[config.mk]
export PLATFORM = sky130hd
export DESIGN_NAME = rdyack_rr_arbiter
export DESIGN_NICKNAME = d
export VERILOG_FILES = /design/src/rtl/rdyack_rr_arbiter_pkg.sv /design/src/rtl/rdyack_rr_arbiter_rr_pick.sv /design/src/rtl/rdyack_rr_arbiter.sv
export SDC_FILE = /design/constraint.sdc
export NUM_CORES = 1
export LEC_CHECK = 0
export ABC_AREA = 1
export ABC_CLOCK_PERIOD_IN_PS = 2400
export CORE_MARGIN = 3
export CORE_UTILIZATION = 48
export CTS_CLUSTER_DIAMETER = 40
export DETAILED_ROUTE_END_ITERATION = 8
export PLACE_DENSITY = 0.87
export SLEW_MARGIN = 40
export SYNTH_ARGS = -nofsm -noshare
export SYNTH_HDL_FRONTEND = slang
export SYNTH_SLANG_ARGS = --single-unit
[constraint.sdc]
create_clock -name i_clk -period 2.4 [get_ports i_clk]
set_input_delay 0.6 -clock i_clk [delete_from_list [all_inputs] [get_ports i_clk]]
set_output_delay 0.6 -clock i_clk [all_outputs]
set_load 0.01 [all_outputs]
[src/rtl/rdyack_rr_arbiter_pkg.sv]
// Shared definitions for the rdy/ack round-robin arbiter.
// Provides the select/pointer width helper and a switch for the
// simulation-only protocol checks.
package rdyack_rr_arbiter_pkg;

   // Set to 0 to strip the simulation protocol checks from the build.
   localparam bit ARB_ASSERT_EN = 1'b1;

   // Index width for N requesters. This width is never less than one bit,
   // so N=1 still gets a real select port.
   function automatic int sel_width(input int n);
      return (n > 1) ? $clog2(n) : 1;
   endfunction

endpackage

[src/rtl/rdyack_rr_arbiter_rr_pick.sv]
// Rotate-priority picker. This block is purely combinational.
// It returns the first set request found by scanning upward from i_ptr.
// The scan wraps past N-1 back to 0.
module rdyack_rr_arbiter_rr_pick
   import rdyack_rr_arbiter_pkg::*;
#(
   parameter int N = 4,
   localparam int SW = sel_width(N)
) (
   input  logic [N-1:0]  i_req,
   input  logic [SW-1:0] i_ptr,
   output logic          o_valid,
   output logic [SW-1:0] o_idx
);

   logic [N-1:0] w_rot;

   // Rotate the requests so that bit 0 is the requester at the pointer.
   assign w_rot = N'({i_req, i_req} >> i_ptr);

   // Find the lowest set rotated bit, then map it back to a requester index.
   always_comb begin
      int sum;
      o_valid = 1'b0;
      o_idx   = '0;
      sum     = 0;
      for (int k = N - 1; k >= 0; k--) begin
         if (w_rot[k]) begin
            sum = int'(i_ptr) + k;
            if (sum >= N) sum = sum - N;
            o_valid = 1'b1;
            o_idx   = SW'(sum);
         end
      end
   end

endmodule

[src/rtl/rdyack_rr_arbiter.sv]
// N-to-1 rdy/ack round-robin arbiter with a registered output slot.
// Grants are issued combinationally on src_acks. The granted index is
// registered into o_sel together with dst_rdy.
// Optional macro ARB_CREDIT_EN adds i_credit_ret and an outstanding-grant
// counter. That counter stops granting once N_CREDIT transfers are unretired.
module rdyack_rr_arbiter
   import rdyack_rr_arbiter_pkg::*;
#(
   parameter int N = 4,
   parameter int N_CREDIT = 8,
   localparam int SW = sel_width(N)
) (
   input  logic          i_clk,
   input  logic          i_rst,
   input  logic [N-1:0]  src_rdys,
   output logic [N-1:0]  src_acks,
   output logic          dst_rdy,
   input  logic          dst_ack,
`ifdef ARB_CREDIT_EN
   input  logic          i_credit_ret,
`endif
   output logic [SW-1:0] o_sel
);

   if (N < 1) begin : g_bad_n
      $error("rdyack_rr_arbiter: N must be >= 1");
   end
   if (N_CREDIT < 1) begin : g_bad_credit
      $error("rdyack_rr_arbiter: N_CREDIT must be >= 1");
   end

   logic          r_dst_rdy;
   logic [SW-1:0] r_sel;
   logic [SW-1:0] r_ptr;
   logic          w_valid;
   logic [SW-1:0] w_idx;
   logic          w_can_take;
   logic          w_grant;

   rdyack_rr_arbiter_rr_pick #(.N(N)) u_pick (
      .i_req   (src_rdys),
      .i_ptr   (r_ptr),
      .o_valid (w_valid),
      .o_idx   (w_idx)
   );

`ifdef ARB_CREDIT_EN
   localparam int CW = $clog2(N_CREDIT + 1);

   logic [CW-1:0] r_credit;
   logic          w_credit_full;

   // Blocking on credits uses the registered count. As a result, a return
   // that arrives while the counter is full only unblocks grants on the next cycle.
   assign w_credit_full = (r_credit == CW'(N_CREDIT));
   assign w_can_take    = (!r_dst_rdy || dst_ack) && !w_credit_full;

   // Outstanding-grant count. A grant and a return in the same cycle cancel out.
   // A return while the count is zero is ignored.
   always_ff @(posedge i_clk or negedge i_rst) begin
      if (!i_rst) begin
         r_credit <= '0;
      end else if (w_grant && !i_credit_ret) begin
         r_credit <= r_credit + CW'(1);
      end else if (!w_grant && i_credit_ret && (r_credit != '0)) begin
         r_credit <= r_credit - CW'(1);
      end
   end

   if (ARB_ASSERT_EN) begin : g_credit_chk
      a_no_underflow: assert property (@(posedge i_clk) disable iff (!i_rst)
         !(i_credit_ret && (r_credit == '0)));
   end
`else
   assign w_can_take = !r_dst_rdy || dst_ack;
`endif

   // Acks are suppressed while reset is held, so that no upstream
   // requester sees a handshake that the slot never captured.
   assign w_grant  = i_rst && w_can_take && w_valid;
   assign src_acks = w_grant ? (N'(1) << w_idx) : '0;
   assign dst_rdy  = r_dst_rdy;
   assign o_sel    = r_sel;

   // Output slot and round-robin pointer. A new grant replaces a slot that
   // is emptying in the same cycle, so no bubble is inserted.
   always_ff @(posedge i_clk or negedge i_rst) begin
      if (!i_rst) begin
         r_dst_rdy <= 1'b0;
         r_sel     <= '0;
         r_ptr     <= '0;
      end else if (w_grant) begin
         r_dst_rdy <= 1'b1;
         r_sel     <= w_idx;
         r_ptr     <= (w_idx == SW'(N - 1)) ? '0 : w_idx + SW'(1);
      end else if (w_can_take && dst_ack) begin
         r_dst_rdy <= 1'b0;
      end
   end

endmodule

Word-level counts from Yosys, hierarchy flattened
Index checks and enable logic that the tools add are counted.
{"block": "op_classes", "n_lt_le_gt_ge": 4, "shifts": 2, "n_eq_ne": 1, "n_mux": 16, "addsub": 8, "reduce_logical": 6}
{"op": "$mux W2", "count": 9}
{"op": "$ge A3 B3 Y1 const B", "count": 3}
{"op": "$shr A8 B2 Y4", "count": 1}
{"op": "$sub A2 B1 Y2 const B", "count": 4}
{"op": "$add A2 B2 Y3 const B", "count": 2}
{"op": "$mux W1", "count": 6}
{"op": "$mux W4", "count": 1}
{"op": "$shl A1 B2 Y4 const A", "count": 1}
{"op": "$add A2 B1 Y3 const B", "count": 1}
{"op": "$ge A2 B3 Y1 const B", "count": 1}
{"op": "$logic_and A1 B1 Y1", "count": 3}
{"op": "$add A2 B1 Y2 const B", "count": 1}
{"op": "$eq A2 B2 Y1 const B", "count": 1}
{"op": "$reduce_bool A2 Y1", "count": 1}
{"op": "$logic_not A1 Y1", "count": 1}
{"op": "$logic_or A1 B1 Y1", "count": 1}
{"block": "totals", "ff_bits": 5, "input_bits": 7, "word_cells": 40}

Logic depth before layout (Yosys ltp)
Gate-level depths: netlist of the first run.
{"block": "logic_depth", "depth_word": 9, "depth_mapped": 13}

Modules after synthesis
A second synthesis of the first run with hierarchy kept.
{"block": "unflattened", "hier_cells": 84, "hier_area_um2": 546.8}
{"mod": "rdyack_rr_arbiter", "cells_per_inst": 38, "area_each_um2": 304.0, "n_inst": 1}
{"mod": "rdyack_rr_arbiter_rr_pick", "cells_per_inst": 46, "area_each_um2": 242.7, "n_inst": 1}

Worst setup path after synthesis of the first run
Ideal clock, no wire load.
{"block": "synth_path", "kind": "input-to-output", "from": "in src_rdys[0]", "to": "out src_acks[1]", "t_arrival_ns": 1.642, "cell_stages": 12, "setup_slack_ns": 0.158, "path_cell_list": "inv_1 o21ai_1 nand2_1 nand2_1 inv_2 nand2_2 nand2_2 nand2_2 inv_1 ha_1 inv_1 nor2_2"}
{"block": "synth_via", "elab_chain_len": 7, "elab_cells_between_ends": 12, "cone_classes": "shift: 2; mux: 9; reduce/logical: 1"}
{"item": "start, declared", "line": "rdyack_rr_arbiter.sv:15", "rtl": "input logic [N-1:0] src_rdys,"}
{"item": "$shr A8 B2 Y4 (*)", "line": "rdyack_rr_arbiter_rr_pick.sv:19", "rtl": "assign w_rot = N'({i_req, i_req} >> i_ptr);"}
{"item": "$mux W2 (3 in a row)", "line": "rdyack_rr_arbiter_rr_pick.sv:28", "rtl": "if (w_rot[k]) begin"}
{"item": "$mux W2 (*)", "line": "rdyack_rr_arbiter_rr_pick.sv:28"}
{"item": "net u_pick.o_idx[0]", "line": "rdyack_rr_arbiter_rr_pick.sv:13", "rtl": "output logic [SW-1:0] o_idx"}
{"item": "$shl A1 B2 Y4 (*)", "line": "rdyack_rr_arbiter.sv:81", "rtl": "assign src_acks = w_grant ? (N'(1) << w_idx) : '0;"}
{"item": "$mux W4 (*)", "line": "rdyack_rr_arbiter.sv:81"}
{"item": "end, declared", "line": "rdyack_rr_arbiter.sv:16", "rtl": "output logic [N-1:0] src_acks,"}
Mark *: on every way through the listed nets, which the timed path passes. The rest lies on a longest branch.

Final worst setup path of the first run
{"block": "layout_path", "from": "in src_rdys[1]", "to": "out src_acks[0]"}
The elaborated chain is that of the path after synthesis.

==> results of run 1 <==
## power by group
group / switching (µW) / internal [µW] / total [µW]
Sequential: 52.3 / 125 / 177
Combinational: 1040 / 728 / 1760
Clock: 51.8 / 64.0 / 116
Total: 1140 / 917 / 2060
## synth_stat cells
cell	number	share of area [%]
ha_1	4	7.9
inv_2	3	1.8
nand3_1	9	7.1
nand3_2	1	1.6
dfrtp_1	5	20
buf_6	1	1.8
inv_1	14	8.3
o21ai_2	1	1.4
nand2_2	14	14
nand2_1	37	22
inv_8	1	1.8
buf_2	1	0.79
nor3_4	1	2.6
nor2_2	4	4.0
nor2_1	2	1.2
a21oi_1	1	0.79
nor2_4	1	1.8
o21ai_1	2	1.6
## cells in the final DEF (no fill, tap or decap), types with 2 or more instances in the layout
master / netlist / routed
buf_2: 1 / 4
buf_4: 0 / 23
clkbuf_4: 0 / 3
clkdlybuf4s15_2: 0 / 2
clkdlybuf4s50_1: 0 / 5
dfrtp_1: 5 / 4
ha_4: 0 / 4
inv_1: 14 / 6
inv_2: 3 / 7
inv_4: 0 / 3
nand2_1: 37 / 31
nand2_2: 14 / 15
nand2_4: 0 / 4
nand3_1: 9 / 6
nand3_2: 1 / 3
nor2_1: 2 / 2
nor2_2: 4 / 4
o21ai_4: 0 / 2
## cell families (layout without fill, tap and decap cells)
kind of cell / Yosys count / after routing / share of synthesized area (%)
compound gates: 4 / 4 / 3.76
fa+ha+maj: 4 / 4 / 7.92
buf+inv: 20 / 60 / 14.5
flops: 5 / 5 / 19.8
simple gates: 69 / 69 / 54.1
## metrics by stage
stage | worst slack [ps] | utilization (%) | instance area [µm²] | total power, µW | TNS [ps]
global placement | -840 | 76.5 | 896 | 1190 | -3300
global route | -407 | 96.0 | 1120 | 2170 | -1580
CTS | -167 | 86.2 | 1010 | 1580 | -619
floorplan | 158 | - | 632 | 811 | 0
finish | -331 | 96.0 | 1120 | 2060 | -1260
detailed placement | -918 | 76.5 | 896 | 1250 | -3650
## per-layer routing
layer	up-vias	track usage (%)	part of all wire [%]
li1	389	-	-
met1	436	33.8	34
met2	92	52.0	46
met3	39	8.15	9.0
met4	0	21.7	12
met5	-	0	0
## flip-flops by register name, summed over array words and instances, names as in the netlist
name and flops:
dst_rdy 1, o_sel 2, r_ptr 2
## worst register-to-register path: cells and delay by family, from the launching register on
kind / cells / cell delay [ps]
AOI/OAI and AO/OA: 1 / 80
buffers and inverters: 5 / 720
DFF: 1 / 480
and+or+nand+nor: 5 / 570
## what timing repair did
action | 4_1_cts | 5_1_grt
buffers inserted | 5 | 4
pin swaps | 12 | 17
resized for setup | 47 | 22
endpoints found under the setup margin | 4 | 4
## path summary, 6_finish.rpt
| path | slack [ps] | depth (start not counted) | end | from |
|---|---|---|---|---|
| min in group asynchronous | 660 | 2 | o_sel[0] | i_rst |
| max in group asynchronous | 1610 | 2 | r_ptr[0] | i_rst |
| min reg2reg | 510 | 2 | o_sel[1] | o_sel[1] |
| max | -330 | 14 | src_acks[0] | src_rdys[1] |
| max reg2reg | 440 | 11 | o_sel[0] | r_ptr[0] |
| min | 510 | 2 | o_sel[1] | o_sel[1] |
## cell type report
cell class	instances	area, µm²
timing repair buffer	38	312
fill	27	46.3
tap	14	17.5
clock buffer	4	26.3
inverter	18	87.6
multi-input combinational	77	556
sequential	5	126
==> flow_metrics.env, run 1 <==
export IMPL_io_pins=14
export IMPL_hold_path_class="flip-flop to flip-flop"
export IMPL_layout_setup_ws_ps=-331
export IMPL_holdBufCountCts=0
export IMPL_hold_viol=0
export IMPL_gp_congestion=0.830
export IMPL_ir_worst_vdd_mv=1.64
export IMPL_wl_per_cell_um=22.1
export IMPL_antenna_cells=0
export IMPL_die_w_um=42.3
export IMPL_drt_pre_antenna_iters=4
export IMPL_setup_viol=4
export IMPL_p_leak_uw=0.000591
export IMPL_final_antenna_net_count=0
export IMPL_ys_seq_area_share_pct=19.8
export IMPL_synth_seq_cells=5
export IMPL_required_ps=1800
export IMPL_hpwl_um=1370
export IMPL_syn_avg_cell_area_um2=6.19
export IMPL_maxSlewViolCount=0
export IMPL_cts_tree="done"
export IMPL_cp_slowest_cell="clkdlybuf4s15_1"
export IMPL_fin_cells=156
export IMPL_failed_checks="negative setup slack"
export IMPL_synth_fp_nets=113
export IMPL_antenna_found_initial=0
export IMPL_powerDensity_nw_per_um2=1830
export IMPL_synth_area_um2=632
export IMPL_area_delta_synth_final_pct=78.0
export IMPL_layout_min_cycle_time_ps=2730
export IMPL_hold_worst_slack_ps=514
export IMPL_wl_um=3460
export IMPL_finClkSkew_ps=8.50
export IMPL_fin_nets=154
export IMPL_clk_pin_slew_ps=60
export IMPL_crit_family="simple AND/OR/NAND/NOR gates"
export IMPL_cap_violations=0
export IMPL_drtIter0Drc=48
export IMPL_grt_remaining_overflow=0
export IMPL_status="finished, violations left"
export IMPL_first_global_vias=818
export IMPL_slowest_delay_ps=230
export IMPL_clockRootBuffer="clkbuf_4"
export IMPL_cp_start_kind="input port"
export IMPL_path_buf_inv=5
export IMPL_port_buffers=13
export IMPL_gr_usage_all_layers_pct=31.2
export IMPL_core_area_um2=1170
export IMPL_dp_cells=143
export IMPL_via_per_inst=6.13
export IMPL_critPathArrivalTime_ps=2130
export IMPL_finalCritPeriodShare_pct=114
export IMPL_route_detailed_drc=0
export IMPL_vias=956
export IMPL_num_rows=12
export IMPL_grt_pass1_wl_um=3970
export IMPL_fmax_mhz=366
export IMPL_cp_cell_sequence="clkdlybuf4s15_1, inv_1, nand2_1, nand3_1, nand2_1, nor2_1, nand2_1, nand2_2, nand2_4, inv_4, ha_4, inv_2, nor2_2, buf_2"
export IMPL_slew_headroom_pct=87.0
export IMPL_drive_gt1_share_pct=59.2
export IMPL_worstMarginPinSlew_ps=194
export IMPL_fp_dieArea_um2=1790
export IMPL_numCtsBuffers=3
export IMPL_synth_cell_type_count=18
export IMPL_clk_latency_ps=270
export IMPL_critPathMaxFanout=4
export IMPL_rsz0062_at_grt="yes"
export IMPL_start_util_pct=54.0
export IMPL_ctsHtreeMaxLevel=1
export IMPL_worstSetupPathType="input port to output pin"
export IMPL_cts_sinks=5
export IMPL_yosys_warnings=0
export IMPL_crit_path_end_kind="output pin"
export IMPL_synthCells=102
export IMPL_grt_max_degree=9
export IMPL_die_y_um=42.3
export IMPL_crit_top_cell="nand2_1"
export IMPL_clockBufferDepth=2
(Power assumes the default switching activity.)
==> run 2, diff against run 1 <==
--- a/config.mk
+++ b/config.mk
@@ -7,6 +7,7 @@
 export LEC_CHECK = 0
 export ABC_AREA = 1
 export ABC_CLOCK_PERIOD_IN_PS = 2400
+export CAP_MARGIN = 30
 export CORE_MARGIN = 3
 export CORE_UTILIZATION = 48
 export CTS_CLUSTER_DIAMETER = 40
==> constraint.sdc (replaced) <==
create_clock -name i_clk -period 2.4 [get_ports i_clk]
set_input_delay 0.6 -clock i_clk [delete_from_list [all_inputs] [get_ports i_clk]]
set_output_delay 0.6 -clock i_clk [all_outputs]
set_load 0.005 [all_outputs]
==> flow_metrics.env, run 2 <==
export IMPL_cts_sinks=5
export IMPL_synthMostInstantiatedCell="nand2_1"
export IMPL_synth_seq_cells=5
export IMPL_syn_avg_cell_area_um2=6.19
export IMPL_synth_area_top_cells="nand2_1, dfrtp_1, nand2_2, inv_1, ha_1"
export IMPL_worstEndpointType="output port"
export IMPL_die_w_um=42.3
export IMPL_clockBufferDepth=2
export IMPL_port_buffers=13
export IMPL_synth_top_area_share_pct=22.0
export IMPL_die_y_um=42.3
export IMPL_synth_area_um2=632
export IMPL_tool_error="[ERROR DPL-0038] Utilization greater than 100%, impossible to legalize"
export IMPL_grt_max_degree=9
export IMPL_preCtsSetupSlack_ps=-868
export IMPL_ys_flop_type="dfrtp_1"
export IMPL_place_area_um2=896
export IMPL_io_pins=14
export IMPL_status="did not finish"
export IMPL_ctsHtreeMaxLevel=1
export IMPL_holdBufCountCts=0
export IMPL_postGrtWorstEndpoint="src_acks[3]"
export IMPL_yosys_warnings=0
export IMPL_synthCells=102
export IMPL_synth_edff_count=0
export IMPL_haltStage="global routing (5_1_grt)"
export IMPL_hpwl_um=1300
export IMPL_synth_fp_nets=113
export IMPL_clockRootBuffer="clkbuf_4"
export IMPL_synth_top_cells_by_count="nand2_1, inv_1, nand2_2"
export IMPL_num_rows=12
export IMPL_ys_seq_area_share_pct=19.8
export IMPL_start_util_pct=54.0
export IMPL_synth_top_area_cell="nand2_1"
export IMPL_gp_congestion=0.846
export IMPL_async_flop_share_pct=100
export IMPL_synth_cell_type_count=18
export IMPL_numCtsBuffers=3
==> run 2: cell counts after synthesis <==
Identical to the previous run, type by type.
==> run 2: timing repair <==
item | CTS
endpoints found under the setup margin | 4
pin swaps | 12
gates resized for setup | 45
buffers inserted | 13
==> run 2: cell families after synthesis <==
logic type               count (synthesis)  synth area share [%]
AND/OR/NAND/NOR                         69                  54.1
buffers and inverters                   20                  14.5
flip-flops                               5                  19.8
AO/OA/AOI/OAI                            4                  3.76
adder cells (fa/ha/maj)                  4                  7.92
==> run 2: metrics by stage <==
| step | std cells | hold WS, ps |
|---|---|---|
| after floorplan | 102 | 304 |
| after global placement | 143 | 476 |
| after detailed placement | 143 | 484 |
| after CTS | 160 | 496 |
==> run 3, diff against run 2 <==
--- a/config.mk
+++ b/config.mk
@@ -8,11 +8,10 @@
 export ABC_AREA = 1
 export ABC_CLOCK_PERIOD_IN_PS = 2400
 export CAP_MARGIN = 30
-export CORE_MARGIN = 3
-export CORE_UTILIZATION = 48
-export CTS_CLUSTER_DIAMETER = 40
+export CORE_AREA = 3 3 64 66
 export DETAILED_ROUTE_END_ITERATION = 8
-export PLACE_DENSITY = 0.87
+export DIE_AREA = 0 0 67 69
+export PLACE_DENSITY_LB_ADDON = 0.15
 export SLEW_MARGIN = 40
 export SYNTH_ARGS = -nofsm -noshare
 export SYNTH_HDL_FRONTEND = slang
==> flow_metrics.env, run 3 (synthesis results as in run 1) <==
export IMPL_route_detailed_drc=0
export IMPL_antenna_found_initial=0
export IMPL_crit_path_end_kind="output pin"
export IMPL_clockBufferDepth=2
export IMPL_layout_setup_ws_ps=-58.4
export IMPL_finalCritPeriodShare_pct=102
export IMPL_required_ps=1800
export IMPL_clockRootBuffer="clkbuf_8"
export IMPL_area_delta_synth_final_pct=81.6
export IMPL_num_rows=22
export IMPL_finClkSkew_ps=2.84
export IMPL_via_per_inst=3.75
export IMPL_grt_max_degree=9
export IMPL_ctsHtreeMaxLevel=1
export IMPL_gr_usage_all_layers_pct=8.25
export IMPL_hold_viol=0
export IMPL_fin_area_um2=1150
export IMPL_drive_gt1_share_pct=58.6
export IMPL_cts_sinks=5
export IMPL_cts_tree="done"
export IMPL_gp_congestion=0.785
export IMPL_preCtsSetupSlack_ps=-799
export IMPL_rsz0062_at_grt="yes"
export IMPL_clk_pin_slew_ps=40
export IMPL_die_y_um=69
export IMPL_cap_violations=0
export IMPL_layout_common_cells="nand2_1, buf_4, nand2_2"
export IMPL_io_pins=14
export IMPL_start_util_pct=17.4
export IMPL_worstSetupPathType="flip-flop to output pin"
export IMPL_hpwl_um=1260
export IMPL_fin_nets=157
export IMPL_setup_viol=4
export IMPL_place_area_um2=946
export IMPL_wl_um=1730
export IMPL_fp_dieArea_um2=4620
export IMPL_critPathMaxFanout=6
export IMPL_ir_worst_vdd_mv=0.466
export IMPL_drtIter0Drc=24
export IMPL_first_global_vias=755
export IMPL_fillCellCount=422
export IMPL_maxSlewViolCount=0
export IMPL_clk_latency_ps=220
export IMPL_antenna_cells=0
export IMPL_failed_checks="negative setup slack"
export IMPL_wl_per_cell_um=8.97
export IMPL_final_antenna_net_count=0
export IMPL_slew_headroom_pct=86.2
export IMPL_die_w_um=67
export IMPL_critPathArrivalTime_ps=1860
export IMPL_p_leak_uw=0.000601
export IMPL_core_area_um2=3630
export IMPL_cp_start_kind="flip-flop"
export IMPL_vias=723
export IMPL_final_common_cell="nand2_1"
export IMPL_port_buffers=13
export IMPL_layout_min_cycle_time_ps=2460
export IMPL_fmax_mhz=407
export IMPL_grt_remaining_overflow=0
export IMPL_numCtsBuffers=3
export IMPL_grt_pass1_wl_um=3080
export IMPL_hold_path_class="flip-flop to flip-flop"
export IMPL_drt_pre_antenna_iters=4
export IMPL_worstMarginPinSlew_ps=207
export IMPL_status="finished, violations left"
export IMPL_powerDensity_nw_per_um2=1610
[run 3: per-layer routing]
metal,vias up,global-route usage (%),routed length (µm)
met4,0,4.73,21
li1,390,-,-
met5,-,0,0
met2,12,13.0,852
met1,319,10.6,804
met3,2,0.977,52
[run 3: metrics by stage]
stage	setup TNS, ps	hold WS (ps)	utilization (%)	instances	power (µW)
floorplan	0	304	-	102	792
global placement	-3200	482	26.0	178	1260
detailed placement	-3160	482	26.0	178	1260
CTS	-282	499	29.3	189	1640
global route	-590	527	31.6	193	2030
finish	-152	497	31.6	193	1850
[run 3: area by class of cell]
| class | count | area [µm²] | share of cell area, % |
|---|---|---|---|
| inverters | 18 | 82.6 | 7.20 |
| flip-flops and latches | 5 | 126 | 11.0 |
| repair buffers | 41 | 324 | 28.2 |
| multi-input cells | 77 | 509 | 44.4 |
| well taps | 48 | 60.1 | 5.23 |
| clock buffers | 4 | 45.0 | 3.93 |
[run 3: critical path, cell delays in order (launching register included)]
cell and delay [ps]:
dfrtp_2 460, buf_12 170, o21ai_4 170, nand2_1 60, nand2_1 70, nand2_2 80, nand2_2 80, nand2_2 70
nand2_4 100, inv_4 50, ha_4 150, inv_2 40, nor2_2 20, buf_2 110
[run 3: what timing repair did]
item	in CTS	in global routing
setup buffers	7	4
gates resized for setup	49	17
hold buffers	0	0
endpoints found under the setup margin	4	4
pin swaps	15	12
[run 3: final timing paths]
path | to | startpoint | depth (start not counted) | slack, ps
min in group asynchronous | o_sel[1] | i_rst | 2 | 670
setup / recovery | src_acks[1] | r_ptr[0] | 13 | -60
max in group asynchronous | r_ptr[0] | i_rst | 2 | 1610
hold / removal | o_sel[1] | o_sel[1] | 2 | 500
setup reg to reg | o_sel[0] | r_ptr[0] | 11 | 620
hold reg to reg | o_sel[1] | o_sel[1] | 2 | 500
[run 3: power breakdown]
group	internal, µW	switching (µW)	leakage [µW]
sequential	125	49.0	0.0000592
combinational	774	744	0.000519
clock	114	40.9	0.0000228
total	1010	834	0.000601
==> run 4, diff against run 3 <==
--- a/config.mk
+++ b/config.mk
@@ -6,7 +6,7 @@
 export NUM_CORES = 1
 export LEC_CHECK = 0
 export ABC_AREA = 1
-export ABC_CLOCK_PERIOD_IN_PS = 2400
+export ABC_CLOCK_PERIOD_IN_PS = 3050
 export CAP_MARGIN = 30
 export CORE_AREA = 3 3 64 66
 export DETAILED_ROUTE_END_ITERATION = 8
==> constraint.sdc (replaced) <==
create_clock -name i_clk -period 3.05 [get_ports i_clk]
set_input_delay 0.7625 -clock i_clk [delete_from_list [all_inputs] [get_ports i_clk]]
set_output_delay 0.7625 -clock i_clk [all_outputs]
set_load 0.005 [all_outputs]
==> flow_metrics.env, run 4 (synthesis results as in run 1) <==
export IMPL_status="finished clean"
export IMPL_drt_pre_antenna_iters=4
export IMPL_fmax_mhz=347
export IMPL_fin_area_um2=940
export IMPL_layout_min_cycle_time_ps=2880
export IMPL_worstMarginPinSlew_ps=326
export IMPL_slew_headroom_pct=78.3
export IMPL_io_pins=14
export IMPL_gp_congestion=0.765
export IMPL_finalCritPeriodShare_pct=94.6
export IMPL_fin_nets=142
export IMPL_switchingPower_uw=488
export IMPL_worstSetupPathType="input port to output pin"
export IMPL_numCtsBuffers=3
export IMPL_grt_max_degree=10
export IMPL_route_detailed_drc=0
export IMPL_cp_start_kind="input port"
export IMPL_hpwl_um=1190
export IMPL_drive_gt1_share_pct=39.2
export IMPL_p_leak_uw=0.000523
export IMPL_finClkSkew_ps=1.42
export IMPL_clockBufferDepth=2
export IMPL_cts_sinks=5
export IMPL_drtIter0Drc=18
export IMPL_p_sw_share_pct=47.4
export IMPL_pwr_share_comb_pct=74.9
export IMPL_layout_common_cells="nand2_1, nand2_2, buf_4, inv_1, nand3_1"
export IMPL_cap_violations=0
export IMPL_core_area_um2=3630
export IMPL_port_buffers=13
export IMPL_maxSlewViolCount=0
export IMPL_vias=651
export IMPL_die_y_um=69
export IMPL_clockRootBuffer="clkbuf_8"
export IMPL_num_rows=22
export IMPL_area_delta_synth_final_pct=48.7
export IMPL_fp_dieArea_um2=4620
export IMPL_cts_tree="done"
export IMPL_power_frac_clock_pct=11.9
export IMPL_wl_per_cell_um=8.23
export IMPL_via_per_inst=3.66
export IMPL_antenna_cells=0
export IMPL_holdBufCountCts=0
export IMPL_critPathMaxFanout=3
export IMPL_hold_path_class="flip-flop to flip-flop"
export IMPL_first_global_vias=648
export IMPL_ctsHtreeMaxLevel=1
export IMPL_intPower_uw=542
export IMPL_seqPwrFrac_pct=13.2
export IMPL_clk_latency_ps=220
export IMPL_die_w_um=67
export IMPL_preCtsSetupSlack_ps=-488
export IMPL_final_antenna_net_count=0
export IMPL_powerDensity_nw_per_um2=1100
export IMPL_crit_path_end_kind="output pin"
export IMPL_setup_viol=0
export IMPL_antenna_found_initial=0
export IMPL_gr_usage_all_layers_pct=7.33
export IMPL_place_area_um2=896
export IMPL_final_common_cell="nand2_1"
export IMPL_wl_um=1470
export IMPL_required_ps=2290
export IMPL_start_util_pct=17.4
export IMPL_rsz0062_at_grt="no"
export IMPL_grt_remaining_overflow=0
export IMPL_ir_worst_vdd_mv=0.393
export IMPL_layout_setup_ws_ps=165
export IMPL_grt_pass1_wl_um=2690
export IMPL_critPathArrivalTime_ps=2120
export IMPL_hold_viol=0
export IMPL_clk_pin_slew_ps=40
==> run 4: cell type report <==
class / count / area [µm²]
Fill cell: 426 / 2690
Tap cell: 48 / 60.1
Timing Repair Buffer: 26 / 203
Sequential cell: 5 / 125
Clock buffer: 4 / 45.0
Multi-Input combinational cell: 77 / 432
Inverter: 18 / 75.1
==> run 4: what timing repair did <==
item | CTS | global route
pin swaps | 2 | 1
setup endpoints to repair | 4 | 4
setup buffers | 1 | 0
gates resized for setup | 14 | 8
==> run 4: per-stage QoR <==
step / setup TNS, ps / utilization [%] / power [µW] / hold WS, ps / std cells
2_1_floorplan: 0 / - / 623 / 467 / 102
3_3_place_gp: -1950 / 24.7 / 923 / 482 / 173
3_5_place_dp: -1890 / 24.7 / 914 / 482 / 173
4_1_cts: 0 / 26.2 / 1050 / 497 / 178
5_1_grt: 0 / 25.9 / 1160 / 555 / 178
6_report: 0 / 25.9 / 1030 / 503 / 178
==> run 4: final timing paths <==
kind / start / to / slack, ps / cells after the start
max: src_rdys[2] / src_acks[3] / 170 / 14
min: o_sel[1] / o_sel[1] / 500 / 2
max reg2reg: r_ptr[0] / r_ptr[1] / 1260 / 12
min reg2reg: o_sel[1] / o_sel[1] / 500 / 2
max in group asynchronous: i_rst / r_ptr[0] / 2100 / 2
min in group asynchronous: i_rst / o_sel[1] / 840 / 2
==> run 4: metal layers <==
metal	vias to the layer above	GRT usage, %	wire length (µm)
li1	359	-	-
met1	283	10.1	753
met2	9	11.0	659
met3	0	1.63	52
met4	0	2.70	0
met5	-	0	0
==> run 4: power by group through the flow <==
stage / Sequential [µW] / Combinational [µW] / Clock (µW)
after detailed placement: 134 / 780 / 0
after floorplan: 118 / 505 / 0
after global placement: 136 / 787 / 0
after CTS: 134 / 790 / 125
after global routing: 144 / 886 / 131
final: 136 / 772 / 122
==> run 4: critical path, cell delays in order <==
cell	delay, ps
clkbuf_2	120
inv_2	60
o21ai_4	170
nand2_2	80
nand2_1	90
inv_2	50
nand2_2	70
nand2_2	60
nand2_2	80
inv_1	60
ha_1	190
inv_1	60
nor2_2	30
dlygate4sd2_1	250
